--- src/rtl/game_fsm_if.sv ---
// Signal bundle between the screen sequencer and its keypad / game-logic neighbours.
// The sequencer connects through the slave modport.
interface game_fsm_if;
  logic       keypad_pressed;
  logic [4:0] key;
  logic       game_over;
  logic       player_won;
  logic [2:0] presente;
  logic       win;
  logic       game_start;
  logic       screen_enter;

  modport master (
    output keypad_pressed, key, game_over, player_won,
    input  presente, win, game_start, screen_enter
  );

  modport slave (
    input  keypad_pressed, key, game_over, player_won,
    output presente, win, game_start, screen_enter
  );
endinterface

--- src/rtl/game_fsm.sv ---
// Top-level screen sequencer: drives the presente screen code from key presses,
// dwell timers and the game-over flag, and strobes screen entry / game start.
//
// state | meaning
// OFF   | console off, waiting for POWER
// WLCM  | welcome screen, timed dwell
// CH    | hero chooser
// GAME  | game running
// WL    | win/lose screen, timed dwell
// PA    | game paused
module game_fsm #(
  parameter int WLCM_CYCLES = 100_000_000,
  parameter int WL_CYCLES   = 150_000_000,
  parameter int CNT_W       = 28
) (
  input  logic       clk,
  input  logic       rst,
  game_fsm_if.slave  bus
);

  typedef enum logic [2:0] {
    S_OFF  = 3'd0,
    S_WLCM = 3'd1,
    S_CH   = 3'd2,
    S_GAME = 3'd3,
    S_WL   = 3'd4,
    S_PA   = 3'd5
  } state_t;

  localparam logic [4:0] KEY_POWER = 5'd10;
  localparam logic [4:0] KEY_OK    = 5'd5;
  localparam logic [4:0] KEY_PAUSE = 5'd11;

  localparam logic [CNT_W-1:0] WLCM_LAST = CNT_W'(WLCM_CYCLES - 1);
  localparam logic [CNT_W-1:0] WL_LAST   = CNT_W'(WL_CYCLES - 1);

  logic [2:0]       state_q;
  state_t           state_d;
  logic [CNT_W-1:0] cnt_q;
  logic             armed_q;
  logic             win_q;
  logic             start_q;
  logic             enter_q;
  logic             start_d;
  logic             win_ld;
  logic             accept;
  logic             pwr;
  logic             ok;
  logic             pause;
  logic             expire;
  logic             dwelling;

  // One accepted press per physical press: armed only after a released cycle.
  assign accept = bus.keypad_pressed & armed_q;
  assign pwr    = accept && (bus.key == KEY_POWER);
  assign ok     = accept && (bus.key == KEY_OK);
  assign pause  = accept && (bus.key == KEY_PAUSE);

  assign dwelling = (state_q == S_WLCM) || (state_q == S_WL);
  assign expire   = ((state_q == S_WLCM) && (cnt_q == WLCM_LAST)) ||
                    ((state_q == S_WL)   && (cnt_q == WL_LAST));

  always_comb begin
    state_d = state_t'(state_q);
    start_d = 1'b0;
    win_ld  = 1'b0;
    case (state_q)
      S_OFF: begin
        if (pwr) state_d = S_WLCM;
      end
      S_WLCM: begin
        if (pwr)               state_d = S_OFF;
        else if (ok || expire) state_d = S_CH;
      end
      S_CH: begin
        if (pwr) state_d = S_OFF;
        else if (ok) begin
          state_d = S_GAME;
          start_d = 1'b1;
        end
      end
      S_GAME: begin
        if (pwr) state_d = S_OFF;
        else if (bus.game_over) begin
          state_d = S_WL;
          win_ld  = 1'b1;
        end
        else if (pause) state_d = S_PA;
      end
      S_PA: begin
        if (pwr)        state_d = S_OFF;
        else if (pause) state_d = S_GAME;
      end
      S_WL: begin
        if (pwr)         state_d = S_OFF;
        else if (ok)     state_d = S_CH;
        else if (expire) state_d = S_WLCM;
      end
      default: state_d = S_OFF;
    endcase
  end

  always_ff @(posedge clk) begin
    if (rst) begin
      state_q <= S_OFF;
      cnt_q   <= '0;
      armed_q <= 1'b0;
      win_q   <= 1'b0;
      start_q <= 1'b0;
      enter_q <= 1'b0;
    end else begin
      state_q <= state_d;
      enter_q <= (state_d != state_q);
      start_q <= start_d;
      armed_q <= ~bus.keypad_pressed;
      if (win_ld) win_q <= bus.player_won;
      if ((state_d != state_q) || !dwelling) cnt_q <= '0;
      else                                   cnt_q <= cnt_q + 1'b1;
    end
  end

  assign bus.presente     = state_q;
  assign bus.win          = win_q;
  assign bus.game_start   = start_q;
  assign bus.screen_enter = enter_q;

endmodule

--- src/flat_wrapper.sv ---
// flat-port wrapper written by rule: the top's interface ports become plain ports
module game_fsm_flat 
#(
  parameter int WLCM_CYCLES = 100_000_000,
  parameter int WL_CYCLES   = 150_000_000,
  parameter int CNT_W       = 28
)
  (clk, rst, bus_keypad_pressed, bus_key, bus_game_over, bus_player_won, bus_presente, bus_win, bus_game_start, bus_screen_enter);
  game_fsm_if bus_i ();
  input  logic clk;
  input  logic rst;
  input wire logic [$bits(bus_i.keypad_pressed)-1:0] bus_keypad_pressed;
  input wire logic [$bits(bus_i.key)-1:0] bus_key;
  input wire logic [$bits(bus_i.game_over)-1:0] bus_game_over;
  input wire logic [$bits(bus_i.player_won)-1:0] bus_player_won;
  output wire logic [$bits(bus_i.presente)-1:0] bus_presente;
  output wire logic [$bits(bus_i.win)-1:0] bus_win;
  output wire logic [$bits(bus_i.game_start)-1:0] bus_game_start;
  output wire logic [$bits(bus_i.screen_enter)-1:0] bus_screen_enter;
  assign bus_i.keypad_pressed = bus_keypad_pressed;
  assign bus_i.key = bus_key;
  assign bus_i.game_over = bus_game_over;
  assign bus_i.player_won = bus_player_won;
  assign bus_presente = bus_i.presente;
  assign bus_win = bus_i.win;
  assign bus_game_start = bus_i.game_start;
  assign bus_screen_enter = bus_i.screen_enter;
  game_fsm #(.WLCM_CYCLES(WLCM_CYCLES), .WL_CYCLES(WL_CYCLES), .CNT_W(CNT_W)) u_core (.clk(clk), .rst(rst), .bus(bus_i));
endmodule
--- config.mk ---
export PLATFORM = sky130hd
export DESIGN_NAME = game_fsm_flat
export DESIGN_NICKNAME = d
export VERILOG_FILES = /design/src/rtl/game_fsm_if.sv /design/src/rtl/game_fsm.sv /design/src/flat_wrapper.sv
export SDC_FILE = /design/constraint.sdc
export NUM_CORES = 1
export LEC_CHECK = 0
export CAP_MARGIN = 5
export CORE_UTILIZATION = 53
export DETAILED_ROUTE_END_ITERATION = 8
export PLACE_DENSITY = 0.76
export RECOVER_POWER = 50
export SYNTH_ARGS = -nofsm -noshare
export SYNTH_HDL_FRONTEND = slang
export SYNTH_SLANG_ARGS = --single-unit
--- constraint.sdc ---
create_clock -name clk -period 2.52 [get_ports clk]
set_clock_uncertainty 0.15 [all_clocks]
set_input_delay 0.504 -clock clk [delete_from_list [all_inputs] [get_ports clk]]
set_output_delay 0.504 -clock clk [all_outputs]
set_load 0.005 [all_outputs]
======== Word level (Yosys, flattened, before mapping) ========
Cells that the tools add are included.
cells by class
  add/sub/neg operators ................... 1
  multiply operators ...................... 0
  div/mod/pow operators ................... 0
  order comparisons ....................... 0
  equality and inequality tests ........... 11
  shift operators ......................... 0
  multiplexer cells ....................... 18
  bitwise operators ....................... 3
  reduce and logical (&&, ||, !) cells .... 13
operators with widths
  cell                                             number
  two-way mux 3 bit                                13
  adder 28 x 1 -> 28 bit, second input constant    1
  == test 28 x 27 -> 1 bit, second input constant  1
  == test 28 bit, second input constant            1
  case mux 3 bit (6 select lines)                  1
  == test 5 x 4 -> 1 bit, second input constant    2
  == test 3 x 2 -> 1 bit, second input constant    2
  == test 3 bit, second input constant             2
  == test 5 x 3 -> 1 bit, second input constant    1
  logical AND 1 bit                                5
  logical OR 1 bit                                 4
  two-way mux 1 bit                                4
  == test 3 x 1 -> 1 bit, second input constant    1
  logical NOT 3 bit                                1
  != test 3 bit                                    1
  OR reduction 3 bit                               1
  NOT 1 bit                                        2
  OR reduction 2 bit                               1
  bitwise AND 1 bit                                1
  logical NOT 1 bit                                1
word-level totals
  register bits after elaboration ......... 35
  bits in latches ......................... 0
  bits in writable memories ............... 0
  bits in read-only memories .............. 0
  bits of input ports ..................... 10
  output and inout bits ................... 6
  word-level logic and storage cells ...... 52
  memories kept ........................... 0

======== Longest topological paths before layout ========
  word-level depth ........................ 10
  depth in mapped cells ................... 9
  depth with buffers taken out ............ 7

======== Worst setup path before layout ========
Ideal clock, no wire load.
  path type ............................... in2reg
  start ................................... in bus_key[1]
  end ..................................... reg u_core.cnt_q[10]
  library setup time ...................... 0.139 ns
  arrival time ............................ 2.257 ns
  data required time ...................... 2.231 ns
  setup slack ............................. -0.026 ns
  stages on the path ...................... 7
  buffers on the path ..................... 1
  cells stage by stage .................... or3b_4 > or2_1 > o311ai_4 > o211ai_2 > a211oi_4 > buf_6 > nor4_2
on the way
  word-level cells in the longest chain between the ends .. 9
  elaborated cells on any way between the ends .. 23
  classes of those cells .................. eq/ne (4); mux (13); reduce/logical (6)
ends and longest elaborated chain
  element                                                                  line                            source
  from (decl)                                                              flat_wrapper.sv:13              input wire logic [$bits(bus_i.key)-1:0] bus_key;
  == test 5 x 4 -> 1 bit / == test 5 x 3 -> 1 bit (equally long branches)  game_fsm.sv:57, game_fsm.sv:56
  logical AND 1 bit (on tied branches)                                     game_fsm.sv:57, game_fsm.sv:56
  two-way mux 3 bit / logical OR 1 bit (equally long branches)             game_fsm.sv:88, game_fsm.sv:73
  two-way mux 3 bit (on tied branches)                                     game_fsm.sv:84, game_fsm.sv:73
  two-way mux 3 bit (on tied branches)                                     game_fsm.sv:83, game_fsm.sv:72
  case mux 3 bit (6 select lines) (*)                                      game_fsm.sv:67                  case (state_q)
  != test 3 bit (*)                                                        game_fsm.sv:117                 if ((state_d != state_q) || !dwelling) cnt_q <= '0;
  logical OR 1 bit (*)                                                     game_fsm.sv:117
  OR reduction 2 bit (no line) (*)                                         n/a
  to (signal assigned)                                                     game_fsm.sv:118                 else cnt_q <= cnt_q + 1'b1;
  to (decl)                                                                game_fsm.sv:39                  logic [CNT_W-1:0] cnt_q;
Every way passes the cells marked *; elsewhere a longest branch is shown, timed or not.
A chain may end at the register's enable or synchronous reset.

======== Final worst setup path ========
  start ................................... in bus_key[1]
  end ..................................... reg u_core.cnt_q[24]
The elaborated chain is that of the path after synthesis.

==> flow_summary.ini <==
[run_status]
outcome = complete, but fails checks
violations = setup timing

[die]
start_util_pct = 55.21
dieArea_um2 = 4429
coreArea_um2 = 4000
dieHeight_um = 66.55
row_count = 23
ioPinCount = 16
fp.dieW_um = 66.55

[placement]
dp_cells = 327
pre_cts_ws_ns = -0.4178
portBuffers = 15
gp_congestion = 0.9325
dp_hpwl_um = 3626

[critical_path]
path_buf_inv = 3
worstSetupStartpointType = input pin
worstPathArrival_ns = 2.55
required_ns = 2.55
cpPeakStageDelay_ns = 0.39
criticalPathCategory = in2reg
cp-end-kind = register
rrSetupSlack_ns = 0.04
crit_path_top_delay_cell = or3b_4
path_cells = dlygate4sd2_1 -> or3b_4 -> or2_4 -> o311ai_4 -> and3_4 -> a211oi_4 -> buf_6 -> buf_12 -> nor4_2
critical-path-top-delay-family = simple AND/OR/NAND/NOR gates
critPathMaxFanout = 7

[cells_and_area]
finalNonFillerCells = 344
drive_gt1_share_pct = 34.35
diodes = 0
nFillCells = 295
nNetsFinal = 304
area_growth_pct = 31.56

[synthesis]
ys_seq_area_share_pct = 31.73
synth_ff_type = dfxtp_1
synth_most_common_cell = dfxtp_1
syn_nets = 252
ys_warn_count = 0
postSynthAreaPerCell_um2 = 9.163
synthTopCellsByArea = dfxtp_1, nor4_2, nor4_1, xnor2_1, xor2_1
postSynthCellCount = 241
synthTopCellsByCount = dfxtp_1, nor4_1, nor4_2
synth_area_um2 = 2208
ys_types = 55
synth_edf_count = 0
synth_top_area_share_pct = 31.73
ys_seq_elements = 35
synth-async-reset-ratio_pct = 0
synth_area_leader_cell = dfxtp_1

[sta]
fin_ws_ns = -0.007522
holdWs_ns = 0.3021
setup_viol = 1
fmax_mhz = 395.6
slew_headroom_pct = 48.27
final_hold_viol_count = 0
min_period_over_period_pct = 100.3
rsz0062_at_grt = yes
tightest_slew_ns = 0.7759
finalSetupTns_ns = -0.007522
period_needed_ns = 2.528
slew_viol_final = 0

[route]
first_iter_violations = 94
via_count = 2084
ant_nets = 0
dr.pass1.iters = 5
drt-total-wl_um = 5567
drc = 0
wl_met1_um = 2358
wl_met2_um = 2815
viasPerCell = 6.058
met3_length_um = 146
post_drt_wl_per_cell_um = 16.18
routed.top_layer = met4

[job]
cap_violations = 0

[clock_tree]
clock-sinks = 35
h-tree-depth = 2
tritoncts = done
clock_latency_ns = 0.29
cts_max_path_buffers = 2
cts.clk_slew.worst_paths_ns = 0.07
holdBufCountCts = 0
numCtsBuffers = 5
cts_root_buf = clkbuf_8

[power]
power.total_mw = 1.012
p_leak_nw = 0.9667
power_density_nw_per_um2 = 348.2
irDropWorstVdd_v = 0.0002066

[global_route]
grt_start_max_net_pins = 30
track_usage_pct = 26.05
first_global_vias = 1916
antenna_found_initial = 0
grt_pass1_wl_um = 8666
gr-total-overflow = 0

[hold_path]
holdCritPathClass = reg2reg
placed cells by master, fill, tap and decap left out, drive strengths merged, types with 3 or more instances in the layout:
master / synthesis / final
dlygate4sd2: 0 / 6
nor4: 37 / 37
nor3: 6 / 6
and4: 5 / 5
nand4: 9 / 9
dfxtp: 35 / 35
nor2: 17 / 17
buf: 10 / 46
o21ai: 8 / 8
xnor2: 14 / 14
nand3: 14 / 14
inv: 5 / 5
nand2: 14 / 14
a21oi: 4 / 4
clkdlybuf4s50: 0 / 6
nor3b: 4 / 4
or2: 4 / 4
and3: 3 / 3
dlygate4sd3: 0 / 3
clkbuf: 7 / 8
xor2: 12 / 12
flip-flops by register name, indices dropped and copies added, names as in the netlist:
name                     cells
u_core.bus.presente          3
u_core.cnt_q                28
u_core.bus.win               1
u_core.bus.game_start        1
u_core.bus.screen_enter      1
u_core.armed_q               1
report_power, final:
| part | switching (mW) | internal (mW) |
|---|---|---|
| sequential | 0.000771 | 0.554 |
| clock | 0.208 | 0.194 |
| combinational | 0.0282 | 0.0271 |
worst reg2reg max path, stage by stage, from the launching register on:
cell and delay [ns]:
dfxtp_1 0.42, buf_4 0.23, nor2b_1 0.30, o21ai_0 0.14, buf_4 0.15, o311ai_4 0.09, and3_4 0.24, a211oi_4 0.04
buf_6 0.14, buf_12 0.13, nor4_2 0.34
layer usage:
layer	up-vias	GRT usage (%)
met3	21	6.507
met1	998	29.80
met4	0	19.41
li1	1021	-
met2	44	41.41
met5	-	0
final timing paths:
check                         startpoint               end  cells past startpoint
hold / removal           u_core.cnt_q[0]   u_core.cnt_q[0]                      1
setup reg to reg  u_core.bus.presente[2]  u_core.cnt_q[24]                     10
hold reg to reg          u_core.cnt_q[0]   u_core.cnt_q[0]                      1
setup / recovery              bus_key[1]  u_core.cnt_q[24]                      9
per-stage QoR:
| step | cell area, µm² | utilization, % |
|---|---|---|
| floorplan | 2211 | - |
| global placement | 2641 | 66.03 |
| detailed placement | 2641 | 66.03 |
| CTS | 2813 | 70.32 |
| global route | 2905 | 72.63 |
| finish | 2905 | 72.63 |
kinds of logic (layout without fill, tap and decap cells):
group           after synthesis  count (layout)  synth area share (%)
xor+xnor                     26              26                 10.31
mux                           1               1                0.4533
fa+ha+maj                     2               2                 1.020
flops                        35              35                 31.73
simple gates                127             127                 39.38
buf+inv                      22              75                 5.042
compound gates               28              28                 12.07
repair_timing:
item                                    in CTS  in global routing
gates cloned                                 2                  0
gates resized for setup                     11                 19
setup buffers                                4                  4
endpoints found under the setup margin      29                 29
pin swaps                                    5                  6
area by class of cell:
class	count	area (µm²)	area share, %
clock buffer	7	76.32	2.627
clock inverter	1	5.005	0.1723
timing repair buffer	62	560.5	19.29
multi-input combinational	184	1474	50.73
sequential	35	708.2	24.38
tap	50	62.56	2.153
inverter	5	18.77	0.6460
(Power assumes the default switching activity.)
